[config.mk]
export PLATFORM = sky130hd
export DESIGN_NAME = up_dn_sweep_ctrl
export DESIGN_NICKNAME = d
export VERILOG_FILES = /design/src/rtl/up_dn_sweep_ctrl.sv
export SDC_FILE = /design/constraint.sdc
export NUM_CORES = 1
export LEC_CHECK = 0
export BUFFER_PORTS_ARGS = -buffer_cell sky130_fd_sc_hd__buf_2
export CAP_MARGIN = 15
export CELL_PAD_IN_SITES_DETAIL_PLACEMENT = 2
export CELL_PAD_IN_SITES_GLOBAL_PLACEMENT = 2
export CORE_UTILIZATION = 32
export DETAILED_ROUTE_END_ITERATION = 6
export PLACE_DENSITY = 0.88
export SLEW_MARGIN = 30
export SYNTH_ARGS = -nofsm -noshare
export SYNTH_HDL_FRONTEND = slang
export SYNTH_SLANG_ARGS = --single-unit
[constraint.sdc]
create_clock -name clk -period 2.79 [get_ports clk]
set_input_delay 0.4185 -clock clk [delete_from_list [all_inputs] [get_ports clk]]
set_output_delay 0.4185 -clock clk [all_outputs]
set_load 0.03 [all_outputs]
[src/rtl/up_dn_sweep_ctrl.sv]
// Sequencer driving an external up/down counter through sawtooth or triangle sweeps
// between latched bounds, with a dwell at each bound and an optional sweep limit.
module up_dn_sweep_ctrl #(
  parameter int unsigned WIDTH   = 4,
  parameter int unsigned DWELL_W = 4,
  parameter int unsigned SWP_W   = 8
) (
  input  logic               clk,
  input  logic               reset_n,
  input  logic               start,
  input  logic               stop,
  input  logic [1:0]         mode,
  input  logic [WIDTH-1:0]   lo,
  input  logic [WIDTH-1:0]   hi,
  input  logic [DWELL_W-1:0] dwell,
  input  logic [SWP_W-1:0]   sweeps,
  input  logic [WIDTH-1:0]   cnt,
  output logic               cnt_en,
  output logic               up_dnb,
  output logic               load,
  output logic [WIDTH-1:0]   load_val,
  output logic               busy,
  output logic               done,
  output logic               err,
  output logic [SWP_W-1:0]   swp_cnt
);

  localparam logic [1:0] MODE_SAW_DN = 2'd1;
  localparam logic [1:0] MODE_TRI    = 2'd2;
  localparam logic [1:0] MODE_RSVD   = 2'd3;

  typedef enum logic [2:0] {
    S_IDLE   = 3'd0,
    S_LOAD   = 3'd1,
    S_RUN_UP = 3'd2,
    S_RUN_DN = 3'd3,
    S_DWELL  = 3'd4,
    S_DONE   = 3'd5
  } state_e;

  state_e             state_q, state_d;
  logic [1:0]         mode_q, mode_d;
  logic [WIDTH-1:0]   lo_q, lo_d;
  logic [WIDTH-1:0]   hi_q, hi_d;
  logic [DWELL_W-1:0] dwell_q, dwell_d;
  logic [SWP_W-1:0]   sweeps_q, sweeps_d;
  logic [DWELL_W-1:0] timer_q, timer_d;
  logic               at_hi_q, at_hi_d;
  logic [SWP_W-1:0]   swp_cnt_q, swp_cnt_d;
  logic               load_q, load_d;
  logic [WIDTH-1:0]   load_val_q, load_val_d;
  logic               up_dnb_q, up_dnb_d;
  logic               busy_q, busy_d;
  logic               done_q, done_d;
  logic               err_q, err_d;
  logic               cnt_en_c;
  logic [SWP_W-1:0]   swp_inc;

  // Completed-sweep count, saturating at all-ones
  assign swp_inc = (&swp_cnt_q) ? swp_cnt_q : swp_cnt_q + SWP_W'(1);

  always_ff @(posedge clk or negedge reset_n) begin
    if (!reset_n) begin
      state_q    <= S_IDLE;
      mode_q     <= '0;
      lo_q       <= '0;
      hi_q       <= '0;
      dwell_q    <= '0;
      sweeps_q   <= '0;
      timer_q    <= '0;
      at_hi_q    <= 1'b0;
      swp_cnt_q  <= '0;
      load_q     <= 1'b0;
      load_val_q <= '0;
      up_dnb_q   <= 1'b1;
      busy_q     <= 1'b0;
      done_q     <= 1'b0;
      err_q      <= 1'b0;
    end else begin
      state_q    <= state_d;
      mode_q     <= mode_d;
      lo_q       <= lo_d;
      hi_q       <= hi_d;
      dwell_q    <= dwell_d;
      sweeps_q   <= sweeps_d;
      timer_q    <= timer_d;
      at_hi_q    <= at_hi_d;
      swp_cnt_q  <= swp_cnt_d;
      load_q     <= load_d;
      load_val_q <= load_val_d;
      up_dnb_q   <= up_dnb_d;
      busy_q     <= busy_d;
      done_q     <= done_d;
      err_q      <= err_d;
    end
  end

  always_comb begin
    state_d    = state_q;
    mode_d     = mode_q;
    lo_d       = lo_q;
    hi_d       = hi_q;
    dwell_d    = dwell_q;
    sweeps_d   = sweeps_q;
    timer_d    = timer_q;
    at_hi_d    = at_hi_q;
    swp_cnt_d  = swp_cnt_q;
    load_val_d = load_val_q;
    up_dnb_d   = up_dnb_q;
    err_d      = 1'b0;
    cnt_en_c   = 1'b0;

    case (state_q)
      S_IDLE: begin
        if (start && !stop) begin
          if ((lo > hi) || (mode == MODE_RSVD)) begin
            err_d = 1'b1;
          end else begin
            mode_d    = mode;
            lo_d      = lo;
            hi_d      = hi;
            dwell_d   = dwell;
            sweeps_d  = sweeps;
            swp_cnt_d = '0;
            state_d   = S_LOAD;
          end
        end
      end
      S_LOAD: begin
        state_d = (mode_q == MODE_SAW_DN) ? S_RUN_DN : S_RUN_UP;
      end
      S_RUN_UP: begin
        if (cnt == hi_q) begin
          state_d = S_DWELL;
          timer_d = dwell_q;
          at_hi_d = 1'b1;
        end else begin
          cnt_en_c = 1'b1;
        end
      end
      S_RUN_DN: begin
        if (cnt == lo_q) begin
          state_d = S_DWELL;
          timer_d = dwell_q;
          at_hi_d = 1'b0;
        end else begin
          cnt_en_c = 1'b1;
        end
      end
      S_DWELL: begin
        if (timer_q != '0) begin
          timer_d = timer_q - DWELL_W'(1);
        end else if ((mode_q == MODE_TRI) && at_hi_q) begin
          // Triangle turns around at hi; only the return to lo completes a sweep
          state_d = S_RUN_DN;
        end else begin
          swp_cnt_d = swp_inc;
          if ((sweeps_q != '0) && (swp_inc == sweeps_q)) begin
            state_d = S_DONE;
          end else if (mode_q == MODE_TRI) begin
            state_d = S_RUN_UP;
          end else begin
            state_d = S_LOAD;
          end
        end
      end
      S_DONE: begin
        state_d = S_IDLE;
      end
      default: begin
        state_d = S_IDLE;
      end
    endcase

    // Abort overrides everything outside IDLE, including a coincident sweep completion
    if (stop && (state_q != S_IDLE)) begin
      state_d   = S_IDLE;
      cnt_en_c  = 1'b0;
      swp_cnt_d = swp_cnt_q;
    end

    // Registered outputs describe the state being entered
    load_d = (state_d == S_LOAD);
    busy_d = (state_d != S_IDLE);
    done_d = (state_d == S_DONE);
    case (state_d)
      S_LOAD: begin
        load_val_d = (mode_d == MODE_SAW_DN) ? hi_d : lo_d;
        up_dnb_d   = (mode_d != MODE_SAW_DN);
      end
      S_RUN_UP: up_dnb_d = 1'b1;
      S_RUN_DN: up_dnb_d = 1'b0;
      default:  up_dnb_d = up_dnb_q;
    endcase
  end

  assign cnt_en   = cnt_en_c;
  // Abort must suppress a pending load within the same cycle
  assign load     = load_q & ~stop;
  assign load_val = load_val_q;
  assign up_dnb   = up_dnb_q;
  assign busy     = busy_q;
  assign done     = done_q;
  assign err      = err_q;
  assign swp_cnt  = swp_cnt_q;

endmodule
==> impl_metrics.prom, run 1 <==
# TYPE chip_impl_metric gauge
chip_impl_info{name="outcome",value="finished, violations left"} 1
chip_impl_info{name="failing_checks",value="setup timing"} 1
chip_impl_metric{name="sequentialPowerShare",unit=""} 0.403
chip_impl_metric{name="number_of_hold_repair_buffers_added_at_the_cts_stage",unit=""} 0
chip_impl_metric{name="arithmetic_cell_share_of_the_synthesized_area_counting_full_adders_half_adders_and_majority_gates",unit=""} 0.0268
chip_impl_metric{name="cts_buffer_depth",unit=""} 2
chip_impl_metric{name="place_congestion",unit=""} 0.889
chip_impl_info{name="netlist.top_cell.by_area",value="sky130_fd_sc_hd__dfrtp_1"} 1
chip_impl_metric{name="wire_length_of_the_first_global_routing_pass",unit="um"} 14300
chip_impl_metric{name="layout_min_cycle_time",unit="ns"} 2.88
chip_impl_metric{name="leakage",unit="nW"} 1.52
chip_impl_metric{name="slew_headroom",unit=""} 0.550
chip_impl_metric{name="via_count",unit=""} 2496
chip_impl_metric{name="num-nets-final",unit=""} 386
chip_impl_metric{name="numCtsBuffers",unit=""} 5
chip_impl_metric{name="ys_async_sr_fraction",unit=""} 1.00
chip_impl_info{name="worstHoldPathType",value="in -> async"} 1
chip_impl_metric{name="multi_input_comb_area",unit="mm2"} 0.00157
chip_impl_info{name="cp_cell_sequence",value="buf_4 > xnor2_1 > nand3b_1 > a311oi_4 > nand2_2 > o31a_1 > nor4b_4 > buf_4 > mux2i_1"} 1
chip_impl_metric{name="postSynthAreaPerCell",unit="um2"} 9.97
chip_impl_metric{name="number_of_enable_flip_flop_cells_after_synthesis",unit=""} 0
chip_impl_metric{name="antenna-diode-count",unit=""} 0
chip_impl_metric{name="grt_overflow_total",unit=""} 0
chip_impl_metric{name="setup_ws",unit="ns"} -0.0900
chip_impl_info{name="ys_dominant_reg_cell",value="sky130_fd_sc_hd__dfrtp_1"} 1
chip_impl_metric{name="fmax",unit="GHz"} 0.347
chip_impl_metric{name="drv_slew",unit=""} 0
chip_impl_metric{name="drt_pass1_iterations",unit=""} 4
chip_impl_metric{name="post-route-cell-area",unit="mm2"} 0.00347
chip_impl_info{name="layout.cells.most_common_list",value="sky130_fd_sc_hd__buf_2, sky130_fd_sc_hd__dfrtp_1, sky130_fd_sc_hd__buf_4"} 1
chip_impl_info{name="clockRootBuffer",value="sky130_fd_sc_hd__clkbuf_8"} 1
chip_impl_metric{name="drt_wirelength",unit="um"} 9440
chip_impl_info{name="worstSetupPathType",value="reg -> reg"} 1
chip_impl_metric{name="setup_violations",unit=""} 4
chip_impl_metric{name="areaGrowthSynthToFinish",unit="%"} 24.1
chip_impl_metric{name="timing.critical_path.required",unit="ns"} 3.02
chip_impl_metric{name="psw",unit="mW"} 1.24
chip_impl_metric{name="netlist_instances",unit=""} 281
chip_impl_metric{name="netlist.area_leader.share",unit=""} 0.411
chip_impl_metric{name="combPwrFrac",unit=""} 0.455
chip_impl_metric{name="initial_core_util",unit=""} 0.336
chip_impl_info{name="main_combinational_cell_family_by_area_after_synthesis",value="simple AND/OR/NAND/NOR gates"} 1
chip_impl_metric{name="yosys-mux-area-fraction",unit=""} 0.113
chip_impl_metric{name="clkLatencyLatePin",unit="ns"} 0.31
chip_impl_info{name="grt_setup_unrepaired",value="true"} 1
chip_impl_metric{name="synth.yosys.warnings",unit=""} 0
chip_impl_metric{name="synthXorXnorAreaFrac",unit=""} 0.0500
chip_impl_metric{name="placed_area",unit="mm2"} 0.00325
chip_impl_info{name="crit_path_start_kind",value="flip-flop"} 1
chip_impl_metric{name="first_global_vias",unit=""} 2828
chip_impl_info{name="cp-end-kind",value="flip-flop"} 1
chip_impl_metric{name="design.portCount",unit=""} 48
chip_impl_info{name="most_frequent_standard_cell_in_the_layout_excluding_fill_and_tap_cells",value="sky130_fd_sc_hd__buf_2"} 1
chip_impl_metric{name="rows",unit=""} 33
chip_impl_metric{name="maxCapViolCount",unit=""} 0
chip_impl_metric{name="cts_max_level",unit=""} 2
chip_impl_metric{name="chipHeight",unit="um"} 95.5
chip_impl_metric{name="critPathMaxFanout",unit=""} 7
chip_impl_metric{name="fin_setup_tns",unit="ns"} -0.229
chip_impl_metric{name="share_clk_of_total_power",unit=""} 0.141
chip_impl_metric{name="seq_area",unit="mm2"} 0.00119
chip_impl_metric{name="synth_cell_types",unit=""} 60
chip_impl_metric{name="wl_per_cell",unit="um"} 20.7
chip_impl_info{name="crit_path_top_delay_cell",value="sky130_fd_sc_hd__dfrtp_2"} 1
chip_impl_metric{name="die_width",unit="um"} 95.5
chip_impl_metric{name="initial_antenna_violation_count",unit=""} 0
chip_impl_metric{name="avgViaCountPerCell",unit=""} 5.47
chip_impl_metric{name="ff_latch_count_synth",unit=""} 47
chip_impl_metric{name="powerDensity",unit="mW/mm2"} 851
chip_impl_info{name="cts_tree",value="done"} 1
chip_impl_metric{name="detailedPlacementHpwl",unit="um"} 6890
chip_impl_metric{name="cp.arrival",unit="ns"} 3.11
chip_impl_metric{name="final_layout_size_suffix_gt1_frac",unit=""} 0.379
chip_impl_metric{name="worst_case_vdd_ir_drop",unit="uV"} 388
chip_impl_metric{name="tritoncts_num_sinks",unit=""} 47
chip_impl_metric{name="die_area",unit="mm2"} 0.00913
chip_impl_metric{name="compound_cell_area_share_of_the_yosys_netlist",unit=""} 0.169
chip_impl_metric{name="place.port_buffers",unit=""} 47
chip_impl_metric{name="post-route-drc-count",unit=""} 0
chip_impl_metric{name="cts.reportedPaths.clkPinSlew",unit="ns"} 0.09
chip_impl_metric{name="synth-simple-area-share",unit=""} 0.174
chip_impl_metric{name="power.internal",unit="mW"} 1.71
chip_impl_info{name="ys_top_cells_by_area",value="sky130_fd_sc_hd__dfrtp_1, sky130_fd_sc_hd__mux2_2, sky130_fd_sc_hd__a21oi_1, sky130_fd_sc_hd__mux2i_1, sky130_fd_sc_hd__nand2_1"} 1
chip_impl_metric{name="synth-seq-area-share",unit=""} 0.420
chip_impl_metric{name="drtAntennaViolNets",unit=""} 0
chip_impl_metric{name="hold_viol_final",unit=""} 0
chip_impl_metric{name="num-fill-cells",unit=""} 927
chip_impl_metric{name="synth_nets",unit=""} 317
chip_impl_metric{name="timing.final.crit_share",unit=""} 1.03
chip_impl_metric{name="all_layer_gr_usage",unit=""} 0.211
chip_impl_info{name="cpMostUsedCell",value="sky130_fd_sc_hd__buf_4"} 1
chip_impl_metric{name="number_of_drc_markers_after_the_initial_detailed_route_iteration",unit=""} 50
chip_impl_metric{name="core_region_area",unit="mm2"} 0.00834
chip_impl_metric{name="max_slew.worst_pin.slew",unit="ns"} 0.670
chip_impl_metric{name="cp_slowest_stage_delay",unit="ns"} 0.47
chip_impl_metric{name="swShare",unit=""} 0.420
chip_impl_metric{name="post_synth_instance_area",unit="mm2"} 0.00280
chip_impl_metric{name="fin_worst_skew",unit="ns"} 0.00792
chip_impl_metric{name="grt_max_degree",unit=""} 18
-- layout make-up --
type                       count  share of cell area
timing repair buffer          76               0.131
inverter                      13              0.0140
sequential                    47               0.342
clock buffer                   8              0.0230
tap                          105              0.0378
multi-input combinational    207               0.452
-- per-layer routing --
layer,up-vias,share of wire,global-route usage
met5,-,0,0
met2,58,0.54,0.402
met4,0,0.023,0.0808
met1,1275,0.41,0.235
li1,1146,-,-
met3,17,0.024,0.0263
-- synth_stat cells, drive strengths merged (7+ instances only) --
cell,n
a21oi,19
inv,13
buf,10
xor2,9
nand2,26
mux2,20
nor3,9
dfrtp,46
o21ai,16
xnor2,7
nor2,15
mux2i,9
-- worst max-delay path, delay by kind of cell, from the launching register on --
kind | cells | cell delay (ns)
AO/OA/AOI/OAI | 2 | 0.74
AND/OR/NAND/NOR | 3 | 0.64
flip-flops | 1 | 0.47
buffers and inverters | 2 | 0.36
XOR/XNOR | 1 | 0.36
multiplexers | 1 | 0.21
-- registers in the layout, summed over array words and instances, names as in the netlist, 3 cells and up --
register  count
timer_q       4
lo_q          4
sweeps_q      8
state_q       3
load_val      4
hi_q          4
swp_cnt       8
dwell_q       4
-- path summary, 6_finish.rpt --
kind / startpoint / endpoint / slack [ns] / depth (start not counted)
hold reg to reg: up_dnb / up_dnb / 0.48 / 2
min in group clk: sweeps[2] / sweeps_q[2] / 0.34 / 2
setup / recovery: swp_cnt[5] / load_val[2] / -0.09 / 9
max in group asynchronous: reset_n / up_dnb / 2.11 / 2
setup reg to reg: swp_cnt[5] / load_val[2] / -0.09 / 9
hold / removal: reset_n / swp_cnt[4] / 0.04 / 1
-- metrics by stage --
| step | power, mW | hold WS [ns] | utilization | std cells | setup WS (ns) |
|---|---|---|---|---|---|
| 6_report | 2.96 | 0.0361 | 0.417 | 456 | -0.0900 |
| 5_1_grt | 3.12 | 0.0502 | 0.417 | 456 | -0.178 |
| 4_1_cts | 2.93 | 0.0445 | 0.411 | 453 | 0.00700 |
| 3_5_place_dp | 2.45 | 0.385 | 0.390 | 441 | -0.182 |
| 3_3_place_gp | 2.34 | 0.373 | 0.390 | 441 | -0.0426 |
| 2_1_floorplan | 1.99 | 0.123 | - | 281 | 0.0260 |
-- logic make-up (layout without fill, tap and decap cells) --
logic type,after synthesis,after routing
AOI/OAI and AO/OA,69,69
buffers and inverters,27,97
and+or+nand+nor,87,87
adders and majority gates,6,6
muxes,29,29
DFF,47,47
xor gates and xnor gates,16,16
-- timing repair --
action / 4_1_cts / 5_1_grt
gates resized for setup: 10 / 10
pin swaps: 7 / 4
setup endpoints to repair: 5 / 5
buffers inserted: 4 / 3
-- power groups by stage --
stage / combinational, mW / sequential, mW / clock, mW
6_report: 1.35 / 1.19 / 0.417
5_1_grt: 1.45 / 1.22 / 0.454
4_1_cts: 1.32 / 1.18 / 0.430
3_5_place_dp: 1.26 / 1.18 / 0
3_3_place_gp: 1.18 / 1.16 / 0
2_1_floorplan: 0.807 / 1.18 / 0
Note: power is estimated with default switching activity, not from simulation.
==> run 2: changes to the inputs <==
CTS_BUF_LIST = sky130_fd_sc_hd__clkbuf_16   (was default)
==> impl_metrics.prom, run 2 (synthesized netlist as in run 1, its figures left out) <==
# TYPE chip_impl_metric gauge
chip_impl_info{name="cp-end-kind",value="flip-flop"} 1
chip_impl_info{name="grt_setup_unrepaired",value="true"} 1
chip_impl_metric{name="grt_overflow_total",unit=""} 0
chip_impl_metric{name="post-route-cell-area",unit="mm2"} 0.00355
chip_impl_info{name="crit_path_start_kind",value="flip-flop"} 1
chip_impl_metric{name="all_layer_gr_usage",unit=""} 0.207
chip_impl_metric{name="maxCapViolCount",unit=""} 0
chip_impl_metric{name="fin_worst_skew",unit="ns"} 0.00597
chip_impl_metric{name="cp.arrival",unit="ns"} 2.98
chip_impl_metric{name="setup_violations",unit=""} 0
chip_impl_metric{name="drt_wirelength",unit="um"} 9210
chip_impl_metric{name="wire_length_of_the_first_global_routing_pass",unit="um"} 14000
chip_impl_metric{name="swShare",unit=""} 0.400
chip_impl_info{name="crit_start",value="swp_cnt[5]"} 1
chip_impl_metric{name="clkLatencyLatePin",unit="ns"} 0.29
chip_impl_metric{name="drt_pass1_iterations",unit=""} 4
chip_impl_metric{name="die_width",unit="um"} 95.5
chip_impl_info{name="cts_tree",value="done"} 1
chip_impl_metric{name="worst_case_vdd_ir_drop",unit="uV"} 327
chip_impl_metric{name="fmax",unit="GHz"} 0.359
chip_impl_metric{name="first_global_vias",unit=""} 2744
chip_impl_metric{name="placed_area",unit="mm2"} 0.00325
chip_impl_info{name="most_frequent_standard_cell_in_the_layout_excluding_fill_and_tap_cells",value="sky130_fd_sc_hd__buf_2"} 1
chip_impl_metric{name="initial_core_util",unit=""} 0.336
chip_impl_metric{name="areaGrowthSynthToFinish",unit="%"} 26.6
chip_impl_metric{name="post-route-drc-count",unit=""} 0
chip_impl_metric{name="die_area",unit="mm2"} 0.00913
chip_impl_metric{name="wl_per_cell",unit="um"} 20.2
chip_impl_metric{name="critPathMaxFanout",unit=""} 7
chip_impl_info{name="worstReg2RegStart",value="swp_cnt[5]"} 1
chip_impl_info{name="clockRootBuffer",value="sky130_fd_sc_hd__clkbuf_16"} 1
chip_impl_metric{name="tritoncts_num_sinks",unit=""} 47
chip_impl_metric{name="cts.reportedPaths.clkPinSlew",unit="ns"} 0.07
chip_impl_metric{name="num-fill-cells",unit=""} 918
chip_impl_metric{name="reg2regPathDepth",unit=""} 9
chip_impl_metric{name="grt_max_degree",unit=""} 18
chip_impl_metric{name="layout_min_cycle_time",unit="ns"} 2.78
chip_impl_metric{name="design.portCount",unit=""} 48
chip_impl_metric{name="sequentialPowerShare",unit=""} 0.382
chip_impl_metric{name="max_slew.worst_pin.slew",unit="ns"} 0.735
chip_impl_metric{name="power.internal",unit="mW"} 1.87
chip_impl_metric{name="chipHeight",unit="um"} 95.5
chip_impl_metric{name="numCtsBuffers",unit=""} 5
chip_impl_metric{name="drv_slew",unit=""} 0
chip_impl_metric{name="combPwrFrac",unit=""} 0.432
chip_impl_metric{name="share_clk_of_total_power",unit=""} 0.186
chip_impl_metric{name="final_layout_size_suffix_gt1_frac",unit=""} 0.386
chip_impl_metric{name="number_of_drc_markers_after_the_initial_detailed_route_iteration",unit=""} 37
chip_impl_metric{name="place.port_buffers",unit=""} 47
chip_impl_metric{name="place_congestion",unit=""} 0.889
chip_impl_info{name="timing.critical_path.to",value="load_val[0]"} 1
chip_impl_metric{name="slew_headroom",unit=""} 0.506
chip_impl_info{name="outcome",value="completed"} 1
chip_impl_info{name="layout.cells.most_common_list",value="sky130_fd_sc_hd__buf_2, sky130_fd_sc_hd__dfrtp_1, sky130_fd_sc_hd__buf_4"} 1
chip_impl_metric{name="cts_buffer_depth",unit=""} 2
chip_impl_info{name="worstSetupPathType",value="reg -> reg"} 1
chip_impl_metric{name="rows",unit=""} 33
chip_impl_metric{name="number_of_hold_repair_buffers_added_at_the_cts_stage",unit=""} 0
chip_impl_metric{name="avgViaCountPerCell",unit=""} 5.46
chip_impl_metric{name="hold_viol_final",unit=""} 0
chip_impl_metric{name="detailedPlacementHpwl",unit="um"} 6890
chip_impl_metric{name="cts_max_level",unit=""} 2
chip_impl_metric{name="regToRegSetupSlack",unit="ns"} 0.007
chip_impl_metric{name="leakage",unit="nW"} 1.57
chip_impl_metric{name="timing.critical_path.required",unit="ns"} 2.99
chip_impl_metric{name="multi_input_comb_area",unit="mm2"} 0.00158
chip_impl_metric{name="via_count",unit=""} 2496
chip_impl_info{name="worstHoldPathType",value="in -> async"} 1
chip_impl_metric{name="psw",unit="mW"} 1.24
chip_impl_metric{name="timing.final.crit_share",unit=""} 0.998
chip_impl_metric{name="powerDensity",unit="mW/mm2"} 877
chip_impl_metric{name="seq_area",unit="mm2"} 0.00119
chip_impl_metric{name="drtAntennaViolNets",unit=""} 0
chip_impl_metric{name="antenna-diode-count",unit=""} 0
chip_impl_info{name="worstReg2RegEnd",value="load_val[0]"} 1
chip_impl_metric{name="final_util",unit=""} 0.425
chip_impl_metric{name="core_region_area",unit="mm2"} 0.00834
chip_impl_metric{name="num-nets-final",unit=""} 387
chip_impl_metric{name="initial_antenna_violation_count",unit=""} 0
run 2: cell count changes in the layout (fill, tap and decap cells not counted), moves of 3 or more:
cell / delta
sky130_fd_sc_hd__clkbuf_1: -3
sky130_fd_sc_hd__clkbuf_16: +5
sky130_fd_sc_hd__clkbuf_8: -5
sky130_fd_sc_hd__inv_1: +3
run 2: worst min path at each step:
stage | from | to | slack, ns | cells past startpoint
5_1_grt | reset_n | swp_cnt[4] | 0.08 | 1
6_report | reset_n | swp_cnt[4] | 0.07 | 1
4_1_cts | reset_n | swp_cnt[6] | 0.07 | 1
3_5_place_dp | reset_n | swp_cnt[4] | 0.39 | 1
2_1_floorplan | reset_n | at_hi_q | 0.12 | 0
3_3_place_gp | reset_n | swp_cnt[6] | 0.37 | 1
run 2: critical path: stages (launching register included):
cell and delay, ns:
sky130_fd_sc_hd__dfrtp_1 0.49, sky130_fd_sc_hd__nand3_2 0.18, sky130_fd_sc_hd__o211a_1 0.29, sky130_fd_sc_hd__o21a_1 0.23, sky130_fd_sc_hd__a311oi_4 0.36, sky130_fd_sc_hd__nand2_2 0.17, sky130_fd_sc_hd__o31ai_4 0.30, sky130_fd_sc_hd__nor4b_4 0.26
sky130_fd_sc_hd__buf_4 0.19, sky130_fd_sc_hd__mux2i_2 0.22
run 2: cell type report:
cell class	count	area share
Clock buffer	5	0.0353
Clock inverter	3	0.00318
Inverter	13	0.0138
Multi-Input combinational cell	207	0.445
Sequential cell	47	0.335
Tap cell	105	0.0371
Timing Repair Buffer	77	0.131
run 2: timing repair:
| item | 4_1_cts | 5_1_grt |
|---|---|---|
| pin swaps | 8 | 4 |
| cloned | 0 | 0 |
| resized for setup | 13 | 8 |
| setup endpoints to repair | 5 | 4 |
| buffers inserted | 3 | 5 |
| hold endpoints to repair | 0 | 0 |
run 2: routing by layer:
metal / vias to the layer above / track usage / part of all wire / wire length [um]
met1: 1271 / 0.235 / 0.41 / 3820
met2: 61 / 0.382 / 0.53 / 4850
met3: 17 / 0.0359 / 0.031 / 286
li1: 1147 / - / - / -
met4: 0 / 0.0808 / 0.028 / 261
met5: - / 0 / 0 / 0
run 2: power by group through the flow:
stage / Clock [mW] / Combinational, mW / Sequential (mW)
after floorplan: 0 / 0.807 / 1.18
after global placement: 0 / 1.18 / 1.16
after detailed placement: 0 / 1.26 / 1.18
after CTS: 0.592 / 1.34 / 1.18
after global routing: 0.614 / 1.45 / 1.22
final: 0.577 / 1.34 / 1.19
run 2: stage by stage:
step	TNS [ns]	power (mW)	hold WS (ns)	std cells	setup slack [ns]
after global placement	-0.168	2.34	0.373	441	-0.0426
after global routing	-0.398	3.28	0.0826	457	-0.146
after floorplan	0	1.99	0.123	281	0.0260
after detailed placement	-0.699	2.45	0.385	441	-0.182
after CTS	-0.0366	3.11	0.0749	452	-0.0366
final	0	3.11	0.0668	457	0.00676
==> run 3: changes to the inputs <==
ABC_AREA = 1   (was default)
CORE_UTILIZATION = 29   (was 32)
==> impl_metrics.prom, run 3 <==
# TYPE chip_impl_metric gauge
chip_impl_info{name="outcome",value="completed"} 1
chip_impl_metric{name="post_cts.repair.setup_buffers",unit=""} 0
chip_impl_metric{name="initial_core_util",unit=""} 0.300
chip_impl_metric{name="drt_wirelength",unit="um"} 8920
chip_impl_metric{name="final_util",unit=""} 0.362
chip_impl_metric{name="netlist_instances",unit=""} 374
chip_impl_info{name="synth.top_cells.by_count",value="sky130_fd_sc_hd__nand2_1, sky130_fd_sc_hd__dfrtp_1, sky130_fd_sc_hd__inv_1, sky130_fd_sc_hd__nand3_1, sky130_fd_sc_hd__o21ai_0"} 1
chip_impl_info{name="most_frequent_standard_cell_in_the_layout_excluding_fill_and_tap_cells",value="sky130_fd_sc_hd__nand2_1"} 1
chip_impl_metric{name="antenna-diode-count",unit=""} 0
chip_impl_metric{name="wire_length_of_the_first_global_routing_pass",unit="um"} 14700
chip_impl_metric{name="ys_async_sr_fraction",unit=""} 1.00
chip_impl_metric{name="all_layer_gr_usage",unit=""} 0.188
chip_impl_metric{name="ctsResizeCount",unit=""} 0
chip_impl_info{name="ys_top_cells_by_area",value="sky130_fd_sc_hd__dfrtp_1, sky130_fd_sc_hd__nand2_1, sky130_fd_sc_hd__inv_1, sky130_fd_sc_hd__nand3_1, sky130_fd_sc_hd__o21ai_0"} 1
chip_impl_metric{name="core_region_area",unit="mm2"} 0.00928
chip_impl_metric{name="areaGrowthSynthToFinish",unit="%"} 20.7
chip_impl_metric{name="avgViaCountPerCell",unit=""} 4.84
chip_impl_info{name="most_frequent_cell_after_synthesis",value="sky130_fd_sc_hd__nand2_1"} 1
chip_impl_metric{name="detailedPlacementHpwl",unit="um"} 6870
chip_impl_metric{name="rows",unit=""} 35
chip_impl_metric{name="numCtsBuffers",unit=""} 5
chip_impl_metric{name="cp.arrival",unit="ns"} 2.64
chip_impl_metric{name="reg2regPathDepth",unit=""} 18
chip_impl_metric{name="place.port_buffers",unit=""} 47
chip_impl_metric{name="leakage",unit="nW"} 1.75
chip_impl_metric{name="layout_min_cycle_time",unit="ns"} 2.45
chip_impl_metric{name="grt_max_degree",unit=""} 29
chip_impl_metric{name="first_global_vias",unit=""} 2969
chip_impl_metric{name="hold_viol_final",unit=""} 0
chip_impl_metric{name="maxCapViolCount",unit=""} 0
chip_impl_metric{name="place_congestion",unit=""} 0.810
chip_impl_metric{name="final_layout_size_suffix_gt1_frac",unit=""} 0.205
chip_impl_metric{name="wl_per_cell",unit="um"} 16.0
chip_impl_metric{name="drt_pass1_iterations",unit=""} 4
chip_impl_metric{name="fin_total_pwr",unit="mW"} 3.12
chip_impl_metric{name="chipHeight",unit="um"} 100
chip_impl_metric{name="setup_ws",unit="ns"} 0.343
chip_impl_metric{name="cts.reportedPaths.clkPinSlew",unit="ns"} 0.08
chip_impl_metric{name="worst_case_vdd_ir_drop",unit="uV"} 362
chip_impl_metric{name="via_count",unit=""} 2702
chip_impl_metric{name="ff_latch_count_synth",unit=""} 47
chip_impl_info{name="cp-end-kind",value="flip-flop"} 1
chip_impl_metric{name="tritoncts_num_sinks",unit=""} 47
chip_impl_metric{name="cts_max_level",unit=""} 2
chip_impl_metric{name="netlist.area_leader.share",unit=""} 0.413
chip_impl_info{name="worstHoldPathType",value="in -> async"} 1
chip_impl_info{name="netlist.top_cell.by_area",value="sky130_fd_sc_hd__dfrtp_1"} 1
chip_impl_metric{name="num-nets-final",unit=""} 464
chip_impl_metric{name="initial_antenna_violation_count",unit=""} 0
chip_impl_metric{name="die_width",unit="um"} 100
chip_impl_metric{name="powerDensity",unit="mW/mm2"} 929
chip_impl_metric{name="design.portCount",unit=""} 48
chip_impl_metric{name="fmax",unit="GHz"} 0.409
chip_impl_metric{name="synth-seq-area-share",unit=""} 0.423
chip_impl_metric{name="drv_slew",unit=""} 0
chip_impl_info{name="grt_setup_unrepaired",value="false"} 1
chip_impl_metric{name="timing.critical_path.required",unit="ns"} 2.99
chip_impl_metric{name="slew_headroom",unit=""} 0.487
chip_impl_metric{name="grt_overflow_total",unit=""} 0
chip_impl_metric{name="preCtsSetupSlack",unit="ns"} 0.162
chip_impl_info{name="layout.cells.most_common_list",value="sky130_fd_sc_hd__nand2_1, sky130_fd_sc_hd__buf_2, sky130_fd_sc_hd__dfrtp_1"} 1
chip_impl_metric{name="synth_nets",unit=""} 410
chip_impl_metric{name="synth_cell_types",unit=""} 28
chip_impl_info{name="crit_path_start_kind",value="flip-flop"} 1
chip_impl_metric{name="fin_setup_tns",unit="ns"} 0
chip_impl_info{name="clockRootBuffer",value="sky130_fd_sc_hd__clkbuf_16"} 1
chip_impl_metric{name="drtAntennaViolNets",unit=""} 0
chip_impl_metric{name="number_of_drc_markers_after_the_initial_detailed_route_iteration",unit=""} 46
chip_impl_metric{name="cts_buffer_depth",unit=""} 2
chip_impl_metric{name="fin_worst_skew",unit="ns"} 0.0137
chip_impl_info{name="ys_dominant_reg_cell",value="sky130_fd_sc_hd__dfrtp_1"} 1
chip_impl_info{name="worstSetupPathType",value="reg -> reg"} 1
chip_impl_metric{name="number_of_hold_repair_buffers_added_at_the_cts_stage",unit=""} 0
chip_impl_metric{name="critPathMaxFanout",unit=""} 11
chip_impl_metric{name="synth.yosys.warnings",unit=""} 0
chip_impl_metric{name="die_area",unit="mm2"} 0.0100
chip_impl_metric{name="clkLatencyLatePin",unit="ns"} 0.30
chip_impl_metric{name="number_of_enable_flip_flop_cells_after_synthesis",unit=""} 0
chip_impl_metric{name="max_slew.worst_pin.slew",unit="ns"} 0.763
chip_impl_metric{name="setup_violations",unit=""} 0
chip_impl_metric{name="post_synth_instance_area",unit="mm2"} 0.00278
chip_impl_metric{name="hold_ws",unit="ns"} 0.0981
chip_impl_metric{name="postSynthAreaPerCell",unit="um2"} 7.44
chip_impl_metric{name="post-route-drc-count",unit=""} 0
chip_impl_metric{name="timing.final.crit_share",unit=""} 0.877
chip_impl_info{name="cts_tree",value="done"} 1
[run 3: changes by cell type after synthesis, sizes merged, moves of 6 or more]
cell / delta
mux2i: -9
buf: -7
mux2: -19
nand3: +34
inv: +31
nand2: +104
xnor2: -6
nor2: +16
o21ai: +15
nand4: +8
a21oi: -12
[run 3: logic make-up (layout without fill, tap and decap cells)]
family,Yosys count,in the layout,share of synthesized area
muxes,1,1,0.00404
buffers and inverters,52,107,0.0737
xor gates and xnor gates,9,9,0.0283
adders and majority gates,6,6,0.0270
AOI/OAI and AO/OA,40,40,0.0746
DFF,47,47,0.423
and+or+nand+nor,219,219,0.369
[run 3: per-stage QoR]
stage | instances | instance area, um2
global placement | 550 | 3210
finish | 558 | 3360
detailed placement | 550 | 3210
floorplan | 374 | 2780
CTS | 558 | 3360
global route | 558 | 3360
[run 3: power breakdown]
part | internal, mW | leakage [nW] | switching [mW] | total (mW)
registers | 0.945 | 0.601 | 0.172 | 1.12
clock network | 0.341 | 0.0748 | 0.300 | 0.641
logic | 0.436 | 1.07 | 0.929 | 1.37
[run 3: final timing paths]
| check | start | endpoint | slack [ns] |
|---|---|---|---|
| max | swp_cnt[1] | load_val[2] | 0.34 |
| min | reset_n | at_hi_q | 0.1 |
| max reg2reg | swp_cnt[1] | load_val[2] | 0.34 |
| min reg2reg | at_hi_q | at_hi_q | 0.48 |
| max in group asynchronous | reset_n | up_dnb | 1.85 |
| min in group clk | sweeps[6] | sweeps_q[6] | 0.34 |
[run 3: layout make-up]
cell class	count	area, um2
clock buffer	5	125
clock inverter	3	26.3
fill	1149	5920
inverter	45	169
multi-input combinational	275	1400
sequential	47	1180
tap	129	161
timing repair buffer	54	300
[run 3: critical path, cell delays in order, from the launching register on]
cell and delay (ns):
sky130_fd_sc_hd__dfrtp_1 0.36, sky130_fd_sc_hd__ha_1 0.22, sky130_fd_sc_hd__nand2_2 0.09, sky130_fd_sc_hd__nor2_4 0.17
sky130_fd_sc_hd__nand2_2 0.23, sky130_fd_sc_hd__nand2_1 0.16, sky130_fd_sc_hd__nand2_1 0.09, sky130_fd_sc_hd__nand2_1 0.08
sky130_fd_sc_hd__nand3_1 0.09, sky130_fd_sc_hd__nor2_2 0.13, sky130_fd_sc_hd__nand3_2 0.09, sky130_fd_sc_hd__nand2_1 0.07
sky130_fd_sc_hd__nand2_1 0.05, sky130_fd_sc_hd__nand2_1 0.08, sky130_fd_sc_hd__nand2_2 0.08, sky130_fd_sc_hd__nand2_4 0.12
sky130_fd_sc_hd__nand3_4 0.11, sky130_fd_sc_hd__nand2_1 0.07, sky130_fd_sc_hd__nand2_1 0.05
[run 3: per-layer routing]
metal  track usage  wire length (um)  up-vias  share of wire
met5             0                 0        -              0
met4        0.0468               100        0          0.011
met3        0.0244               204        9          0.023
met2         0.356              4810       36           0.54
met1         0.224              3810     1353           0.43
li1              -                 -     1304              -
